## src/rtl/double_buffer_writer.sv

```systemverilog
// Write-side controller for the pixel double buffer. Each frame is streamed into the bank the reader does not own, then handed over.
// Optional build macro DOUBLE_BUFFER_STATS_EN adds a saturating droppedCount output.
module double_buffer_writer #(
  parameter int DATA_WIDTH    = 10,
  parameter int ADDRESS_WIDTH = 8
) (
  input  logic                     clock,
  input  logic                     resetN,
  input  logic                     frameStart,
  input  logic                     frameEnd,
  input  logic                     pixelValid,
  input  logic [DATA_WIDTH-1:0]    pixelData,
  input  logic                     readerRelease,
  output logic                     writeEnableA,
  output logic [ADDRESS_WIDTH:0]   addressA,
  output logic [DATA_WIDTH-1:0]    dataInA,
  output logic                     frameReady,
  output logic                     readBank,
  output logic [ADDRESS_WIDTH:0]   frameLength,
`ifdef DOUBLE_BUFFER_STATS_EN
  output logic                     droppedFrame,
  output logic [15:0]              droppedCount
`else
  output logic                     droppedFrame
`endif
);

  typedef enum logic [1:0] {IDLE, WRITE, OVERRUN} writerState;

  localparam logic [ADDRESS_WIDTH:0] CAPACITY = {1'b1, {ADDRESS_WIDTH{1'b0}}};
  localparam logic [ADDRESS_WIDTH:0] ONE      = {{ADDRESS_WIDTH{1'b0}}, 1'b1};

  writerState                state, stateNext;
  logic [ADDRESS_WIDTH:0]    wordCount, wordCountNext;
  logic                      writeEnableNext;
  logic [ADDRESS_WIDTH:0]    addressNext;
  logic [DATA_WIDTH-1:0]     dataNext;
  logic                      frameReadyNext;
  logic                      readyPending, readyPendingNext;
  logic                      readBankNext;
  logic [ADDRESS_WIDTH:0]    frameLengthNext;
  logic                      droppedNext;
  logic                      frameDone;
  logic [ADDRESS_WIDTH:0]    finalCount;
  logic                      released;
  logic                      handover;

  always_ff @(posedge clock or negedge resetN) begin
    if (!resetN) begin
      state        <= IDLE;
      wordCount    <= '0;
      writeEnableA <= 1'b0;
      addressA     <= '0;
      dataInA      <= '0;
      frameReady   <= 1'b0;
      readyPending <= 1'b0;
      readBank     <= 1'b0;
      frameLength  <= '0;
      droppedFrame <= 1'b0;
    end else begin
      state        <= stateNext;
      wordCount    <= wordCountNext;
      writeEnableA <= writeEnableNext;
      addressA     <= addressNext;
      dataInA      <= dataNext;
      frameReady   <= frameReadyNext;
      readyPending <= readyPendingNext;
      readBank     <= readBankNext;
      frameLength  <= frameLengthNext;
      droppedFrame <= droppedNext;
    end
  end

  always_comb begin
    stateNext       = state;
    wordCountNext   = wordCount;
    writeEnableNext = 1'b0;
    addressNext     = addressA;
    dataNext        = dataInA;
    droppedNext     = 1'b0;
    frameDone       = 1'b0;
    finalCount      = wordCount;

    // A restart outranks a same-cycle frameEnd while a frame is already open
    if (frameStart) begin
      stateNext     = WRITE;
      wordCountNext = '0;
      droppedNext   = (state != IDLE);
      if (pixelValid) begin
        writeEnableNext = 1'b1;
        addressNext     = {~readBank, {ADDRESS_WIDTH{1'b0}}};
        dataNext        = pixelData;
        wordCountNext   = ONE;
      end
      if (frameEnd && state == IDLE) begin
        frameDone  = 1'b1;
        finalCount = wordCountNext;
        stateNext  = IDLE;
      end
    end else begin
      case (state)
        WRITE: begin
          if (pixelValid && wordCount == CAPACITY) begin
            stateNext   = frameEnd ? IDLE : OVERRUN;
            droppedNext = frameEnd;
          end else begin
            if (pixelValid) begin
              writeEnableNext = 1'b1;
              addressNext     = {~readBank, wordCount[ADDRESS_WIDTH-1:0]};
              dataNext        = pixelData;
              wordCountNext   = wordCount + ONE;
            end
            if (frameEnd) begin
              frameDone  = 1'b1;
              finalCount = wordCountNext;
              stateNext  = IDLE;
            end
          end
        end
        OVERRUN: begin
          if (frameEnd) begin
            droppedNext = 1'b1;
            stateNext   = IDLE;
          end
        end
        default: ;
      endcase
    end

    // frameReady rises one cycle after the bank swap so the final write has committed
    released         = readerRelease | ~frameReady;
    handover         = frameDone & released;
    if (frameDone && !released)
      droppedNext = 1'b1;
    readBankNext     = handover ? ~readBank : readBank;
    frameLengthNext  = handover ? finalCount : frameLength;
    readyPendingNext = handover;
    if (handover)
      frameReadyNext = 1'b0;
    else if (readyPending)
      frameReadyNext = 1'b1;
    else if (readerRelease)
      frameReadyNext = 1'b0;
    else
      frameReadyNext = frameReady;
  end

`ifdef DOUBLE_BUFFER_STATS_EN
  always_ff @(posedge clock or negedge resetN) begin
    if (!resetN)
      droppedCount <= '0;
    else if (droppedNext && droppedCount != 16'hFFFF)
      droppedCount <= droppedCount + 16'd1;
  end
`endif

endmodule

```

## config.mk

```make
export PLATFORM = sky130hd
export DESIGN_NAME = double_buffer_writer
export DESIGN_NICKNAME = d
export VERILOG_FILES = /design/src/rtl/double_buffer_writer.sv
export SDC_FILE = /design/constraint.sdc
export NUM_CORES = 1
export LEC_CHECK = 0
export BUFFER_PORTS_ARGS = -buffer_cell sky130_fd_sc_hd__buf_2
export CORE_ASPECT_RATIO = 0.9
export CORE_UTILIZATION = 56
export CTS_BUF_LIST = sky130_fd_sc_hd__clkbuf_4 sky130_fd_sc_hd__clkbuf_8
export DETAILED_ROUTE_END_ITERATION = 16
export PLACE_DENSITY = 0.88
export SETUP_SLACK_MARGIN = 0.02
export SLEW_MARGIN = 20
export SYNTH_ARGS = -nofsm -noshare
export SYNTH_HDL_FRONTEND = slang
export SYNTH_SLANG_ARGS = --single-unit
```

## constraint.sdc

```tcl
create_clock -name clock -period 2.2 [get_ports clock]
set_input_delay 0.11 -clock clock [delete_from_list [all_inputs] [get_ports clock]]
set_output_delay 0.11 -clock clock [all_outputs]
set_load 0.03 [all_outputs]
```

==> impl_results.html <==
<table>
<tr><th>Metric</th><th>Value</th></tr>
<tr><th colspan="2">Logic synthesis</th></tr>
<tr><td>Post-synthesis sequential area ratio</td><td>around half</td></tr>
<tr><td>Count of distinct cell types in the synthesized netlist</td><td>33</td></tr>
<tr><td>Top cell types by occurrence after synthesis</td><td>44 x dfrtp_1, 30 x nand2_1, 17 x o21ai_0</td></tr>
<tr><td>Total number of yosys warnings</td><td>0</td></tr>
<tr><td>Top area cells in the synthesized netlist</td><td>dfrtp_1 52%, mux2_2 5.8%, nand2_1 5.3%</td></tr>
<tr><td>Mean instance size in the synthesized netlist</td><td>around 10 um2</td></tr>
<tr><td>Most instantiated library cell after synthesis</td><td>dfrtp_1</td></tr>
<tr><td>Dominant cell type by area after synthesis</td><td>dfrtp_1</td></tr>
<tr><td>Synth Flop Type</td><td>dfrtp_1</td></tr>
<tr><td>Fraction of synthesis flops using an asynchronous set or reset pin</td><td>100.0%</td></tr>
<tr><td>Net count after synthesis</td><td>around 230</td></tr>
<tr><td>Synth Cell Area</td><td>2136 um2</td></tr>
<tr><td>Number of instances in the synthesized netlist</td><td>206</td></tr>
<tr><td>Yosys top cell area share</td><td>51.55%</td></tr>
<tr><td>Number of synthesized flops with an enable pin</td><td>0</td></tr>
<tr><td>Synthesized flop and latch total</td><td>44</td></tr>
<tr><th colspan="2">Routing</th></tr>
<tr><td>Router iterations before antenna repair</td><td>4</td></tr>
<tr><td>Total wire length after detailed routing</td><td>between 4000 and 5000 um</td></tr>
<tr><td>Detail-routed via count per cell</td><td>about 5.5</td></tr>
<tr><td>Total via count in the routed design</td><td>roughly 1600</td></tr>
<tr><td>Number of DRC markers after the initial detailed-route iteration</td><td>between 100 and 150</td></tr>
<tr><td>WL per Instance</td><td>13.75 um</td></tr>
<tr><td>Antenna violation net count after detailed routing</td><td>0</td></tr>
<tr><td>Residual DRC count</td><td>0</td></tr>
<tr><th colspan="2">Floorplan</th></tr>
<tr><td>Core Footprint</td><td>between 3000 and 4000 um2</td></tr>
<tr><td>Cell Rows</td><td>20</td></tr>
<tr><td>Width of the die</td><td>about 67 um</td></tr>
<tr><td>Number of placed I/O pins</td><td>48</td></tr>
<tr><td>Die footprint</td><td>between 4000 and 5000 um2</td></tr>
<tr><td>Height of the chip</td><td>between 60 and 70 um</td></tr>
<tr><td>Initial cell density of the core</td><td>between 60 and 70%</td></tr>
<tr><th colspan="2">Global route</th></tr>
<tr><td>Via count of the first global-routing pass</td><td>between 1000 and 1500</td></tr>
<tr><td>GRT Resource Usage Total</td><td>between 20 and 25%</td></tr>
<tr><td>Number of antenna violations at the first check in global routing</td><td>0</td></tr>
<tr><td>Maximum number of pins on one net before global-route repair</td><td>45</td></tr>
<tr><td>First-pass GRT wire length</td><td>between 6000 and 7000 um</td></tr>
<tr><td>Total congestion overflow</td><td>0</td></tr>
<tr><th colspan="2">STA</th></tr>
<tr><td>Number of max-slew violations in the final report</td><td>0</td></tr>
<tr><td>Slew HR</td><td>37.81%</td></tr>
<tr><td>Setup repair after global routing missed its margin</td><td>false</td></tr>
<tr><td>Setup violation total in the final timing report</td><td>0</td></tr>
<tr><td>Time the final worst path needs with I/O delays and setup</td><td>between 1500 and 2000 ps</td></tr>
<tr><td>Peak clock frequency supported by timing</td><td>roughly 500 MHz</td></tr>
<tr><td>Final sum of negative setup slack</td><td>0 ps</td></tr>
<tr><td>Hold violation count in the final report</td><td>0</td></tr>
<tr><td>Slew at the pin closest to its max-slew limit</td><td>around 930 ps</td></tr>
<tr><td>Final Cycle Share</td><td>90.69%</td></tr>
<tr><td>Worst clock skew</td><td>roughly 11 ps</td></tr>
<tr><th colspan="2">Clocking</th></tr>
<tr><td>TritonCTS buffer count</td><td>5</td></tr>
<tr><td>Clock transition at the registers of the reported paths</td><td>~80 ps</td></tr>
<tr><td>TritonCTS Sinks</td><td>44</td></tr>
<tr><td>Clock tree from TritonCTS</td><td>done</td></tr>
<tr><td>H-tree levels</td><td>2</td></tr>
<tr><td>Number of buffers on the longest clock path</td><td>2</td></tr>
<tr><td>Latest clock arrival within the worst-skew pair</td><td>slightly below 300 ps</td></tr>
<tr><td>Cell at the root of the clock tree</td><td>clkbuf_8</td></tr>
<tr><th colspan="2">Power</th></tr>
<tr><td>Highest ir drop seen on vdd</td><td>about 0.45 mV</td></tr>
<tr><td>PwrDens</td><td>between 700 and 800 nW/um2</td></tr>
<tr><td>Overall power</td><td>roughly 1.9 mW</td></tr>
<tr><td>Leakage power of the design</td><td>roughly 1.2 nW</td></tr>
<tr><th colspan="2">Critical path</th></tr>
<tr><td>Source of the critical timing path</td><td>wordCount[0]$_DFFE_PN0P_</td></tr>
<tr><td>R2r startpoint</td><td>wordCount[0]$_DFFE_PN0P_</td></tr>
<tr><td>Worst setup SP type</td><td>register</td></tr>
<tr><td>Cell breakdown of the critical path</td><td>inv_1, ha_1, and4bb_2, a311oi_4, nand2_1, nand3_1, o21ai_0</td></tr>
<tr><td>Worst R2R Setup Slack</td><td>a little over 200 ps</td></tr>
<tr><td>Worst Path Class, Setup</td><td>reg2reg</td></tr>
<tr><td>Maximum cell stage delay along the critical path</td><td>between 400 and 500 ps</td></tr>
<tr><td>Capturing point of the worst reg2reg path</td><td>frameLength[6]$_DFFE_PN0P_</td></tr>
<tr><td>Crit path DAT</td><td>2160 ps</td></tr>
<tr><td>Data required time at the worst endpoint</td><td>around 2400 ps</td></tr>
<tr><td>Endpoint of the worst setup timing path</td><td>frameLength[6]$_DFFE_PN0P_</td></tr>
<tr><td>Capturing element type of the critical path</td><td>register</td></tr>
<tr><td>Slowest-stage cell, CP</td><td>dfrtp_1</td></tr>
<tr><td>Worst R2R Path Depth</td><td>7</td></tr>
<tr><td>Largest fanout on the critical path</td><td>11</td></tr>
<tr><th colspan="2">Worst hold path</th></tr>
<tr><td>Hold WC Path Type</td><td>in2reg</td></tr>
<tr><td>Cells on Worst Hold Path</td><td>2</td></tr>
<tr><th colspan="2">Place</th></tr>
<tr><td>Port bufs</td><td>47</td></tr>
<tr><td>Final GP Congestion</td><td>between 0.8 and 0.9</td></tr>
<tr><td>Detailed Place HPWL</td><td>~3000 um</td></tr>
<tr><th colspan="2">Cells and area</th></tr>
<tr><td>Fin util</td><td>roughly 71%</td></tr>
<tr><td>Layout overhead on the synthesized area</td><td>15.93%</td></tr>
<tr><td>Layout cells sized above 1</td><td>between 20% and 30%</td></tr>
<tr><td>Area occupied by multi-input gates</td><td>about 940 um2</td></tr>
<tr><td># nets final</td><td>around 270</td></tr>
<tr><td>Flip-flop and latch area</td><td>roughly 1100 um2</td></tr>
<tr><td>Ant. Diodes</td><td>0</td></tr>
<tr><td>Fill cell count</td><td>about 260</td></tr>
<tr><th colspan="2">Flow run</th></tr>
<tr><td>MaxCap Viol Count</td><td>0</td></tr>
<tr><th colspan="2">Outcome</th></tr>
<tr><td>Result of the run</td><td>complete, no violations</td></tr>
</table>
-- layout make-up --
cell class | instances | share of cell area [%]
flip-flops and latches | 44 | 44.47
repair buffers | 52 | 11.12
well taps | 44 | 2.223
multi-input cells | 143 | 37.85
clock inverters | 2 | 0.5053
clock buffers | 5 | 2.779
inverters | 7 | 1.061
-- worst min path at each step --
| stage | from | endpoint |
|---|---|---|
| 4_1_cts | pixelData[3] | dataInA[3]$_DFFE_PN0P_ |
| 3_3_place_gp | resetN | state[1]$_DFFE_PN0P_ |
| 2_1_floorplan | resetN | addressA[0]$_DFFE_PN0P_ |
| 5_1_grt | pixelData[3] | dataInA[3]$_DFFE_PN0P_ |
| 6_report | pixelData[3] | dataInA[3]$_DFFE_PN0P_ |
| 3_5_place_dp | resetN | state[1]$_DFFE_PN0P_ |
-- metrics by stage --
step,instance area [um2],hold slack [ps],setup WS [ps],instances
after floorplan,2136,-185.6,395.5,206
after global placement,2385,310.1,303.1,289
after detailed placement,2385,306.0,204.5,289
after CTS,2476,42.50,202.2,297
after global routing,2476,34.59,58.21,297
final,2476,45.86,204.8,297
-- repair_timing --
item	4_1_cts	5_1_grt
hold buffers	1	0
endpoints found under the hold margin	44	0
gates resized for setup	0	0
buffers inserted	0	0
setup endpoints to repair	0	0
-- registers in the layout, summed over array words and instances, names as in the netlist --
register,flops
frameLength,9
droppedFrame,1
wordCount,9
readyPending,1
writeEnableA,1
dataInA,10
frameReady,1
state,2
readBank,1
addressA,9
-- worst max-delay path: cells and delay by family, from the launching register on --
kind,cells,cell delay [ps]
AOI/OAI and AO/OA,2,440
adders and majority gates,1,210
buffers and inverters,1,110
and+or+nand+nor,3,710
DFF,1,410
-- cells by family (layout without fill, tap and decap cells) --
family	after synthesis	after routing	share of synthesized area (%)
xor+xnor	17	17	6.972
flops	44	44	51.55
simple gates	78	78	17.87
buf+inv	19	66	4.569
mux	12	12	6.268
compound gates	31	31	9.842
fa+ha+maj	5	5	2.929
-- cell usage in the layout, fill, tap and decap left out, drive strengths merged, types with 2 or more instances in the layout --
master / instances
o21ai: 19
clkbuf: 5
a21oi: 4
ha: 5
nand3: 11
o31ai: 2
dfrtp: 44
nor2: 14
inv: 7
nor3: 3
xnor2: 9
xor2: 8
nand4: 4
nand2b: 7
nand2: 30
nor4: 2
mux2: 11
and3: 3
nor2b: 2
buf: 51
a31oi: 2
-- report_power, final --
part           internal, mW  total (mW)  leakage (nW)  switching (mW)
Combinational         0.151       0.459         0.569           0.308
Clock                 0.215       0.469        0.0400           0.254
Sequential            0.889       0.936         0.573          0.0462
-- metal layers --
| layer | GRT usage (%) | up-vias | wire length, um |
|---|---|---|---|
| li1 | - | 786 | - |
| met1 | 30.34 | 803 | 1917 |
| met2 | 34.86 | 37 | 1961 |
| met3 | 5.451 | 8 | 151 |
| met4 | 8.511 | 0 | 52 |
| met5 | 0 | - | 0 |
(Power assumes the default switching activity.)
